===== src/rtl/flash_rd_arb.sv =====
// flash_rd_arb: read arbiter and sequencer for the shared ASMI serial-flash read engine.
//
// Two requesters share one engine. Port A issues single-byte reads (Wishbone flash window),
// port B issues bursts of 1..256 bytes (boot/shadow-copy loader). Each port holds one
// pending request. The winner is chosen round-robin in IDLE. The block then runs the ASMI
// addr/rden/read handshake and steers data_valid bytes back to the owning port. Watchdog
// timers abort a transfer when the engine stalls.
//
// Ports:
//   wb_clk_i, wb_rst_n_i              clock, asynchronous active-low reset
//   a_start, a_addr                   port A request pulse and byte address
//   a_busy, a_dv, a_dat, a_done, a_err  port A status, read data and completion pulses
//   b_start, b_addr, b_len            port B request pulse, address, length-1
//   b_busy, b_dv, b_dat, b_done, b_err  port B status, read data and completion pulses
//   flash_addr, flash_rden, flash_read  ASMI address, read enable, read start pulse
//   flash_busy, flash_dv, flash_dout    ASMI busy, data_valid, dataout
// All outputs are registered.

module flash_rd_arb #(
   parameter int unsigned BUSY_TO = 16,
   parameter int unsigned DV_TO   = 1024
) (
   input  logic        wb_clk_i,
   input  logic        wb_rst_n_i,
   // port A: single-byte reads
   input  logic        a_start,
   input  logic [23:0] a_addr,
   output logic        a_busy,
   output logic        a_dv,
   output logic [7:0]  a_dat,
   output logic        a_done,
   output logic        a_err,
   // port B: burst reads
   input  logic        b_start,
   input  logic [23:0] b_addr,
   input  logic [7:0]  b_len,
   output logic        b_busy,
   output logic        b_dv,
   output logic [7:0]  b_dat,
   output logic        b_done,
   output logic        b_err,
   // ASMI engine
   output logic [23:0] flash_addr,
   output logic        flash_rden,
   output logic        flash_read,
   input  logic        flash_busy,
   input  logic        flash_dv,
   input  logic [7:0]  flash_dout
);

   localparam int unsigned TMax = (DV_TO > BUSY_TO) ? DV_TO : BUSY_TO;
   localparam int unsigned TW   = $clog2(TMax + 1);
   localparam logic [TW-1:0] BusyLim = TW'(BUSY_TO - 1);
   localparam logic [TW-1:0] DvLim   = TW'(DV_TO - 1);

   typedef enum logic [2:0] {
      StIdle,
      StIssue,
      StWaitB,
      StXfer,
      StDrain,
      StFin
   } state_t;

   state_t          state_q;
   logic            a_pend_q;
   logic            b_pend_q;
   logic [23:0]     a_addr_q;
   logic [23:0]     b_addr_q;
   logic [7:0]      b_len_q;
   logic            last_b_q;    // 1: port B was granted most recently
   logic            owner_b_q;   // 1: port B owns the current transfer
   logic            err_q;
   logic [8:0]      remaining_q;
   logic [TW-1:0]   timer_q;
   logic            grant_b;

   // B wins when it is the only one pending, or on a tie when A was served last.
   assign grant_b = b_pend_q & (~a_pend_q | ~last_b_q);

   always_ff @(posedge wb_clk_i or negedge wb_rst_n_i) begin
      if (!wb_rst_n_i) begin
         state_q     <= StIdle;
         a_pend_q    <= 1'b0;
         b_pend_q    <= 1'b0;
         a_addr_q    <= '0;
         b_addr_q    <= '0;
         b_len_q     <= '0;
         last_b_q    <= 1'b1;
         owner_b_q   <= 1'b0;
         err_q       <= 1'b0;
         remaining_q <= '0;
         timer_q     <= '0;
         a_busy      <= 1'b0;
         a_dv        <= 1'b0;
         a_dat       <= '0;
         a_done      <= 1'b0;
         a_err       <= 1'b0;
         b_busy      <= 1'b0;
         b_dv        <= 1'b0;
         b_dat       <= '0;
         b_done      <= 1'b0;
         b_err       <= 1'b0;
         flash_addr  <= '0;
         flash_rden  <= 1'b0;
         flash_read  <= 1'b0;
      end else begin
         // single-cycle outputs
         a_dv       <= 1'b0;
         a_dat      <= '0;
         a_done     <= 1'b0;
         a_err      <= 1'b0;
         b_dv       <= 1'b0;
         b_dat      <= '0;
         b_done     <= 1'b0;
         b_err      <= 1'b0;
         flash_read <= 1'b0;

         // Pending slots: a start is only taken while the port is completely idle, so it can
         // never collide with the grant or the FIN clear of the same port.
         if (a_start && !a_busy) begin
            a_pend_q <= 1'b1;
            a_addr_q <= a_addr;
            a_busy   <= 1'b1;
         end
         if (b_start && !b_busy) begin
            b_pend_q <= 1'b1;
            b_addr_q <= b_addr;
            b_len_q  <= b_len;
            b_busy   <= 1'b1;
         end

         unique case (state_q)
            StIdle: begin
               if (a_pend_q || b_pend_q) begin
                  owner_b_q <= grant_b;
                  err_q     <= 1'b0;
                  timer_q   <= '0;
                  state_q   <= StIssue;
                  if (grant_b) begin
                     b_pend_q    <= 1'b0;
                     flash_addr  <= b_addr_q;
                     remaining_q <= 9'(b_len_q) + 9'd1;
                  end else begin
                     a_pend_q    <= 1'b0;
                     flash_addr  <= a_addr_q;
                     remaining_q <= 9'd1;
                  end
               end
            end

            StIssue: begin
               flash_read <= 1'b1;
               flash_rden <= 1'b1;
               timer_q    <= '0;
               state_q    <= StWaitB;
            end

            StWaitB: begin
               if (flash_busy) begin
                  timer_q <= '0;
                  state_q <= StXfer;
               end else if (timer_q == BusyLim) begin
                  err_q      <= 1'b1;
                  flash_rden <= 1'b0;
                  timer_q    <= '0;
                  state_q    <= StDrain;
               end else begin
                  timer_q <= timer_q + TW'(1);
               end
            end

            StXfer: begin
               if (flash_dv) begin
                  if (owner_b_q) begin
                     b_dv  <= 1'b1;
                     b_dat <= flash_dout;
                  end else begin
                     a_dv  <= 1'b1;
                     a_dat <= flash_dout;
                  end
                  remaining_q <= remaining_q - 9'd1;
                  timer_q     <= '0;
                  if (remaining_q == 9'd1) begin
                     flash_rden <= 1'b0;
                     state_q    <= StDrain;
                  end
               end else if (timer_q == DvLim) begin
                  err_q      <= 1'b1;
                  flash_rden <= 1'b0;
                  timer_q    <= '0;
                  state_q    <= StDrain;
               end else begin
                  timer_q <= timer_q + TW'(1);
               end
            end

            StDrain: begin
               // late bytes from the engine are dropped here
               if (!flash_busy) begin
                  state_q <= StFin;
               end else if (timer_q == DvLim) begin
                  err_q   <= 1'b1;
                  state_q <= StFin;
               end else begin
                  timer_q <= timer_q + TW'(1);
               end
            end

            StFin: begin
               if (owner_b_q) begin
                  b_done <= ~err_q;
                  b_err  <= err_q;
                  b_busy <= 1'b0;
               end else begin
                  a_done <= ~err_q;
                  a_err  <= err_q;
                  a_busy <= 1'b0;
               end
               last_b_q <= owner_b_q;
               state_q  <= StIdle;
            end

            default: state_q <= StIdle;
         endcase
      end
   end

endmodule


===== config.mk =====
export PLATFORM = sky130hd
export DESIGN_NAME = flash_rd_arb
export DESIGN_NICKNAME = d
export VERILOG_FILES = /design/src/rtl/flash_rd_arb.sv
export SDC_FILE = /design/constraint.sdc
export NUM_CORES = 1
export LEC_CHECK = 0
export CAP_MARGIN = 30
export CORE_ASPECT_RATIO = 1.75
export CORE_MARGIN = 5
export CORE_UTILIZATION = 61
export DETAILED_ROUTE_END_ITERATION = 6
export DONT_BUFFER_PORTS = 1
export MAX_ROUTING_LAYER = met4
export PLACE_DENSITY = 0.83
export SYNTH_ARGS = -nofsm -noshare
export SYNTH_HDL_FRONTEND = slang
export SYNTH_SLANG_ARGS = --single-unit

===== constraint.sdc =====
create_clock -name wb_clk_i -period 4.4 [get_ports wb_clk_i]
set_clock_uncertainty 0.05 [all_clocks]
set_input_delay 1.1 -clock wb_clk_i [delete_from_list [all_inputs] [get_ports wb_clk_i]]
set_output_delay 1.1 -clock wb_clk_i [all_outputs]
set_load 0.01 [all_outputs]

==> Word level (Yosys, flattened, before mapping) <==
Cells that the tools add are included.
{ "classes": {"n_addsub": 3, "n_mul": 0, "div": 0, "magnitude_cmp": 0, "eq_ne": 19, "shifts": 0, "n_mux": 70, "bitwise_logic": 5, "reduce_logical": 16} }
{ "ops": {"columns": ["cell", "count"], "rows": [
  ["$mux 11", 7],
  ["$pmux 11 s5", 1],
  ["$mux 8", 6],
  ["$mux 1", 40],
  ["$mux 9", 3],
  ["$mux 24", 1],
  ["$mux 3", 8],
  ["$pmux 9 s2", 1],
  ["$pmux 3 s5", 1],
  ["$ne 2x2->1 const B", 7],
  ["$ne 3x3->1 const B", 4],
  ["$add 11x1->11 const B", 1],
  ["$eq 11x10->1 const B", 1],
  ["$eq 11x4->1 const B", 1],
  ["$reduce_and 5->1", 2],
  ["$add 8x1->9 const B", 1],
  ["$eq 9x1->1 const B", 1],
  ["$sub 9x1->9 const B", 1],
  ["$eq 3x2->1 const B", 2],
  ["$eq 3x3->1 const B", 2],
  ["$reduce_and 6->1", 1],
  ["$reduce_bool 5->1", 1],
  ["$pmux 1 s4", 1],
  ["$reduce_and 4->1", 1],
  ["other kinds (14)", 18]
]} }
{ "word_totals": {"register_bits": 134, "latch_bits": 0, "ramBits": 0, "rom_bits": 0, "in_bits": 70, "mem_count": 0} }

==> Longest topological paths before layout <==
Gate-level depths: netlist of run 1.
{ "depth": {"depth_word": 6, "ltp_mapped": 7, "mapped_depth_nobuf": 6} }

==> Least setup slack after synthesis of run 1 <==
OpenSTA, ideal clock, no wires.
{ "synth_timing": {"kind": "in2reg", "start": "input port flash_busy", "end": "register timer_q[4]", "setup_time_ns": 0.126, "t_arrival_ns": 2.212, "slack_ns": 2.011, "path_stages": 4, "cell_sequence": "inv_1 > a2111oi_1 > a21oi_1 > a221o_1"} }
{ "synth_via": {"elab_chain_len": 2, "word_cells_on_any_way": 4, "classes_between": "eq/ne (1); mux (2); reduce/logical (1)"} }
{ "synth_lines": {"columns": ["element", "line_no", "text"], "rows": [
  ["from (decl)", "46", "input logic flash_busy,"],
  ["$mux 11 / $ne 2x2->1 (equally long branches)", null, null],
  ["$pmux 11 s5 / $reduce_and 4->1 (equally long branches)", null, null],
  ["to (signal assigned)", "169", "timer_q <= timer_q + TW'(1);"],
  ["to (signal assigned)", "194", "timer_q <= timer_q + TW'(1);"],
  ["to (signal assigned)", "206", "timer_q <= timer_q + TW'(1);"],
  ["to (decl)", "75", "logic [TW-1:0] timer_q;"]
]} }
Several ways; a longest one is shown, not always the timed one.
A chain may end at the register's enable or synchronous reset.

==> Worst setup path after layout of run 1 <==
{ "layout_timing": {"start": "register timer_q[0]", "end": "register timer_q[4]"} }
{ "layout_via": {"elab_chain_len": 4, "word_cells_on_any_way": 12, "classes_between": "add/sub (1); eq/ne (3); mux (7); reduce/logical (1)"} }
{ "layout_lines": {"columns": ["element", "line_no", "text"], "rows": [
  ["$add 11x1->11 (tied with other cells)", "169, 194, 206", null],
  ["$mux 11, on equally long branches", "202, 163, 188", null],
  ["$mux 11, on equally long branches", "200, 160, 174", null],
  ["$pmux 11 s5", "133", "unique case (state_q)"]
]} }
Several ways; a longest one is shown, not always the timed one. The select of a mux whose other input is x is not followed.

==> results.json, run 1 <==
{
  "min_path_type": "in2async",
  "cts_buffers": 17,
  "clk_pin_slew_worst_paths_ps": 60,
  "crit_path_start_kind": "flip-flop",
  "antenna_found_initial": 1,
  "drc": 0,
  "start_util_pct": 61.69,
  "syn_to_final_growth_pct": 11.84,
  "ys_ff_latch": 134,
  "seq_area_mm2": 0.003354,
  "multi_input_area_mm2": 0.002317,
  "post_drt_wl_per_cell_um": 20.88,
  "die_area_mm2": 0.01158,
  "maxSlewViolCount": 0,
  "cp.arrival_ps": 2810,
  "synthArstFlopShare_pct": 100.0,
  "instances_no_fill": 625,
  "period_needed_ps": 2573,
  "vdd_drop_max_uv": 409.4,
  "nFillCells": 626,
  "fp.coreArea_mm2": 0.009350,
  "yosysWarnings": 0,
  "setup_viol": 0,
  "syn_inst": 491,
  "power_mw": 4.738,
  "fin_nets": 563,
  "grt_max_degree": 135,
  "num_rows": 47,
  "synth_nets": 565,
  "clock_sinks": 134,
  "root_buffer": "clkbuf_16",
  "place_inst": 592,
  "grt_pass1_wl_um": 21740,
  "top_level_ports": 120,
  "cp.required_ps": 4640,
  "worstMarginPinSlew_ps": 973.0,
  "clk_path_buf_depth": 2,
  "max_freq_mhz": 388.6,
  "synth-main-ff-cell": "dfrtp_1",
  "routed_wl_um": 13050,
  "vias": 3950,
  "dpl.hpwl_um": 8747,
  "dieWidth_um": 83.51,
  "end_kind": "flip-flop",
  "critPathMaxFanout": 9,
  "holdWs_ps": 334.5,
  "routabilityCongestion": 0.9043,
  "finish.utilization_pct": 68.99,
  "fin_crit_sh_pct": 58.49,
  "ctsHoldBuffers": 0,
  "final_area_mm2": 0.006451,
  "p_per_area_mw_per_mm2": 734.4,
  "postCtsSetupBuffers": 0,
  "r2r_start": "timer_q[0]",
  "avgSynthCellArea_um2": 11.75,
  "hold_viol_final": 0,
  "rsz0062_at_grt": "no",
  "grt_pass1_vias": 4202,
  "dr.pass1.iters": 5,
  "p_leak_nw": 2.844,
  "ctsResizeCount": 0,
  "grt_overflow": 0,
  "synth.distinct_cells": 54,
  "clock_latency_ps": 420,
  "drtIter0Drc": 263,
  "htree_levels": 4,
  "cts_tree": "yes",
  "grt_util_all_layers_pct": 24.62,
  "synth_edf_count": 0,
  "finalSetupTns_ps": 0,
  "slew_headroom_pct": 34.99,
  "drive_above_1_share_pct": 20.72,
  "r2r_setup_slack_ps": 1830,
  "setup_slack_ps": 1827,
  "synth.yosys.seq_area_share_pct": 58.16,
  "numPortBuffers": 0,
  "mappedNetlistArea_mm2": 0.005768,
  "drv_cap": 0,
  "placed_cell_area_mm2": 0.005893,
  "pre_cts_ws_ps": 1804,
  "ant_nets": 0,
  "path_class": "reg2reg",
  "r2r_cells": 6,
  "timing.rr.end": "timer_q[4]",
  "status": "complete, no violations",
  "vias_per_cell": 6.320,
  "die_y_um": 138.6
}
## critical path, cell delays in order, from the launching register on
cell	delay, ps
dfrtp_1	400
ha_1	260
nand4_1	210
or4_4	570
a211oi_4	500
nor2_4	140
a221o_1	320
## worst max-delay path by stage
stage               cells after the start    endpoint        from
finish                                  6  timer_q[4]  timer_q[0]
global route                            5  timer_q[4]  state_q[2]
CTS                                     6  timer_q[4]  timer_q[0]
detailed placement                      5  timer_q[0]  flash_busy
global placement                        4  timer_q[4]  flash_busy
floorplan                               4  timer_q[4]  flash_busy
## cells in the mapped netlist, types with 2 or more instances
library cell	number	share of area, %
a2111oi_1	2	0.35
a211oi_1	2	0.26
a21o_1	2	0.26
a21oi_1	16	1.4
a221o_1	24	4.2
a22o_1	7	1.1
a41oi_1	2	0.30
and2_1	18	2.0
and2b_1	2	0.26
and3_1	9	0.98
clkbuf_1	25	1.6
dfrtp_1	133	58
ha_1	4	0.87
inv_1	5	0.33
mux2_2	57	11
mux2i_1	2	0.35
nand2_1	39	2.5
nand3_1	10	0.87
nor2_1	47	3.1
nor2b_1	7	0.76
nor3_1	12	1.0
nor4_1	7	0.76
o21a_1	2	0.26
o21ai_0	14	1.2
o21ai_1	6	0.52
o22a_1	2	0.30
o2bb2ai_1	3	0.46
o31ai_1	2	0.26
xnor2_1	3	0.46
xor2_1	3	0.46
## power by group
group / internal, mW / switching (mW)
logic: 0.627 / 0.622
clock network: 0.752 / 0.579
registers: 1.70 / 0.456
total: 3.08 / 1.66
## registers in the layout, summed over array words and instances (netlist names), 3 cells and up
register,count
remaining_q,9
b_len_q,8
a_addr_q,24
a_dat,8
state_q,3
timer_q,11
flash_addr,24
b_dat,8
b_addr_q,24
## per-layer routing
| metal | wire length (µm) | vias up | GRT usage, % | share of wire, % |
|---|---|---|---|---|
| met4 | 458 | 0 | 12.20 | 3.5 |
| met3 | 751 | 40 | 7.134 | 5.8 |
| li1 | - | 1775 | - | - |
| met2 | 7167 | 153 | 41.88 | 55 |
| met1 | 4675 | 1982 | 25.94 | 36 |
| met5 | 0 | - | - | 0 |
## cell usage in the layout, fill, tap and decap left out, drive strengths merged, types with 2 or more instances in the layout
cell type	instances
mux2i	2
inv	12
a21oi	16
ha	4
nand3	10
o21ai	20
or4	2
nor2	48
nand2	39
a211oi	3
and3	9
a2111oi	2
buf	4
nand2b	2
clkbuf	19
o31ai	2
mux2	57
nor2b	7
nor4	7
o21a	2
a41oi	2
o2bb2ai	3
clkinvlp	5
o22a	2
nor3	12
a21o	3
xnor2	3
dfrtp	133
a221o	24
xor2	3
and2b	2
and2	18
a22o	7
## cell families (layout without fill, tap and decap cells)
logic type               after synthesis  count (layout)  share of synthesized area, %
XOR/XNOR                               6               6                        0.9112
multiplexers                          59              59                         11.48
buffers and inverters                 30              41                         1.952
adder cells (fa/ha/maj)                4               4                        0.8677
other                                  0               1                             0
flip-flops                           134             134                         58.16
AND/OR/NAND/NOR                      162             162                         13.90
AO/OA/AOI/OAI                         96              96                         12.73
## layout make-up
type | instances | share of cell area (%)
diodes | 1 | 0.03879
clock buffers | 19 | 6.866
clock inverters | 13 | 1.746
inverters | 5 | 0.2909
multi-input cells | 327 | 35.92
flip-flops and latches | 134 | 52.00
well taps | 122 | 2.366
repair buffers | 4 | 0.7758
Power figures use the tool's default switching activity.
==> run 2, diff against run 1 <==
==> constraint.sdc (replaced) <==
create_clock -name wb_clk_i -period 2.7 [get_ports wb_clk_i]
set_clock_uncertainty 0.05 [all_clocks]
set_input_delay 0.675 -clock wb_clk_i [delete_from_list [all_inputs] [get_ports wb_clk_i]]
set_output_delay 0.675 -clock wb_clk_i [all_outputs]
set_load 0.01 [all_outputs]
==> results.json, run 2 (synthesis results as in run 1) <==
{
  "cts_buffers": 17,
  "intPower_mw": 5.081,
  "clock_latency_ps": 410,
  "grt_max_degree": 135,
  "crit_path_start_kind": "flip-flop",
  "p_sw_share_pct": 34.35,
  "drive_above_1_share_pct": 21.19,
  "drc": 0,
  "place_inst": 595,
  "r2r_setup_slack_ps": 180,
  "max_freq_mhz": 396.9,
  "fp.coreArea_mm2": 0.009350,
  "r2r_start": "timer_q[1]",
  "r2r_cells": 6,
  "syn_to_final_growth_pct": 12.13,
  "critPathBufInv": 0,
  "crit_family": "simple AND/OR/NAND/NOR gates",
  "dr.pass1.iters": 5,
  "top_level_ports": 120,
  "cp.arrival_ps": 2770,
  "path_class": "reg2reg",
  "antenna_found_initial": 0,
  "ant_nets": 0,
  "grt_util_all_layers_pct": 24.41,
  "holdWs_ps": -87.75,
  "setup_viol": 0,
  "final_area_mm2": 0.006467,
  "vdd_drop_max_uv": 693.7,
  "clk_path_buf_depth": 2,
  "p_leak_nw": 2.862,
  "end_kind": "flip-flop",
  "routabilityCongestion": 0.8913,
  "start_util_pct": 61.69,
  "critPathMaxFanout": 9,
  "drv_cap": 0,
  "min_path_type": "in2async",
  "die_area_mm2": 0.01158,
  "instances_no_fill": 628,
  "maxSlewViolCount": 0,
  "timing.rr.end": "timer_q[4]",
  "cts_tree": "yes",
  "fin_nets": 566,
  "post_drt_wl_per_cell_um": 20.60,
  "placed_cell_area_mm2": 0.005896,
  "clock_sinks": 134,
  "p_seq_share_pct": 45.4,
  "grt_pass1_wl_um": 21850,
  "status": "finished, violations left",
  "grt_overflow": 0,
  "root_buffer": "clkbuf_16",
  "ctsResizeCount": 0,
  "slowest_delay_ps": 570,
  "vias_per_cell": 6.274,
  "postCtsSetupBuffers": 0,
  "fin_crit_sh_pct": 93.32,
  "power.share.clock_pct": 28.6,
  "top_regs": "a_addr_q (24), b_addr_q (24), flash_addr (24)",
  "p_per_area_mw_per_mm2": 1197,
  "period_needed_ps": 2520,
  "routed_wl_um": 12940,
  "dpl.hpwl_um": 8898,
  "slew_headroom_pct": 53.30,
  "hold_viol_final": 133,
  "comb_power_share_pct": 26.0,
  "finish.utilization_pct": 69.17,
  "violations": "hold timing",
  "worstMarginPinSlew_ps": 698.8,
  "clk_pin_slew_worst_paths_ps": 60,
  "p_switching_mw": 2.658,
  "die_y_um": 138.6,
  "numPortBuffers": 0,
  "final_cell_mix": "dfrtp_1 (133), mux2_2 (57), nor2_1 (47)",
  "grt_pass1_vias": 4242,
  "dieWidth_um": 83.51,
  "rsz0062_at_grt": "no",
  "cp.required_ps": 2950,
  "mostFrequentLayoutCell": "dfrtp_1",
  "cp.depth": 6,
  "crit_chain": "ha_1 -> nand4_1 -> or4_4 -> a211oi_4 -> nor2_4 -> a221o_1",
  "nFillCells": 633,
  "crit_slowest_cell": "or4_4",
  "finalSetupTns_ps": 0,
  "drtIter0Drc": 313,
  "num_rows": 47,
  "htree_levels": 4,
  "vias": 3940
}
-- run 2: cell types whose count changed in the layout (fill, tap and decap cells not counted), sizes merged --
cell      before  now
clkinvlp       5    4
clkbuf        19   18
bufinv         0    1
inv           12   13
buf            4    7
-- run 2: power by group through the flow --
stage	sequential, mW	clock (mW)	combinational [mW]
after global routing	3.62	2.34	2.27
after detailed placement	3.53	0	2.01
after global placement	3.49	0	1.90
after floorplan	3.28	0	1.70
final	3.51	2.21	2.02
after CTS	3.51	2.24	2.03
-- run 2: metal layers --
| metal | up-vias | global-route usage [%] | part of all wire [%] |
|---|---|---|---|
| met5 | - | - | 0 |
| met4 | 0 | 10.76 | 2.9 |
| met3 | 38 | 7.015 | 5.9 |
| met1 | 1952 | 25.84 | 35 |
| met2 | 165 | 42.09 | 57 |
| li1 | 1785 | - | - |
-- run 2: worst reg2reg max path, delay by kind of cell, from the launching register on --
family / cells / cell delay [ps]
compound gates: 2 / 810
fa+ha+maj: 1 / 250
flops: 1 / 400
simple gates: 3 / 900
-- run 2: final cells by class --
type | count | area, µm² | area share (%)
sequential | 134 | 3354 | 51.87
multi-input combinational | 327 | 2317 | 35.83
clock buffer | 18 | 429.2 | 6.636
tap | 122 | 152.6 | 2.360
clock inverter | 14 | 140.1 | 2.167
timing repair buffer | 7 | 52.55 | 0.8125
inverter | 5 | 18.77 | 0.2902
antenna | 1 | 2.502 | 0.03869
-- run 2: per-stage QoR --
stage	hold slack, ps	power, mW	worst slack [ps]
floorplan	329.4	4.982	443.5
global placement	338.3	5.386	298.9
detailed placement	338.1	5.538	217.0
CTS	-103.1	7.782	208.8
global route	-112.8	8.225	84.90
finish	-87.75	7.740	180.4
-- run 2: how the worst max path moves through the flow --
stage,start,end,slack [ps]
2_1_floorplan,timer_q[0],timer_q[4],440
3_3_place_gp,timer_q[0],timer_q[4],300
3_5_place_dp,timer_q[0],timer_q[4],220
4_1_cts,timer_q[0],timer_q[4],210
5_1_grt,timer_q[1],timer_q[4],80
6_report,timer_q[1],timer_q[4],180
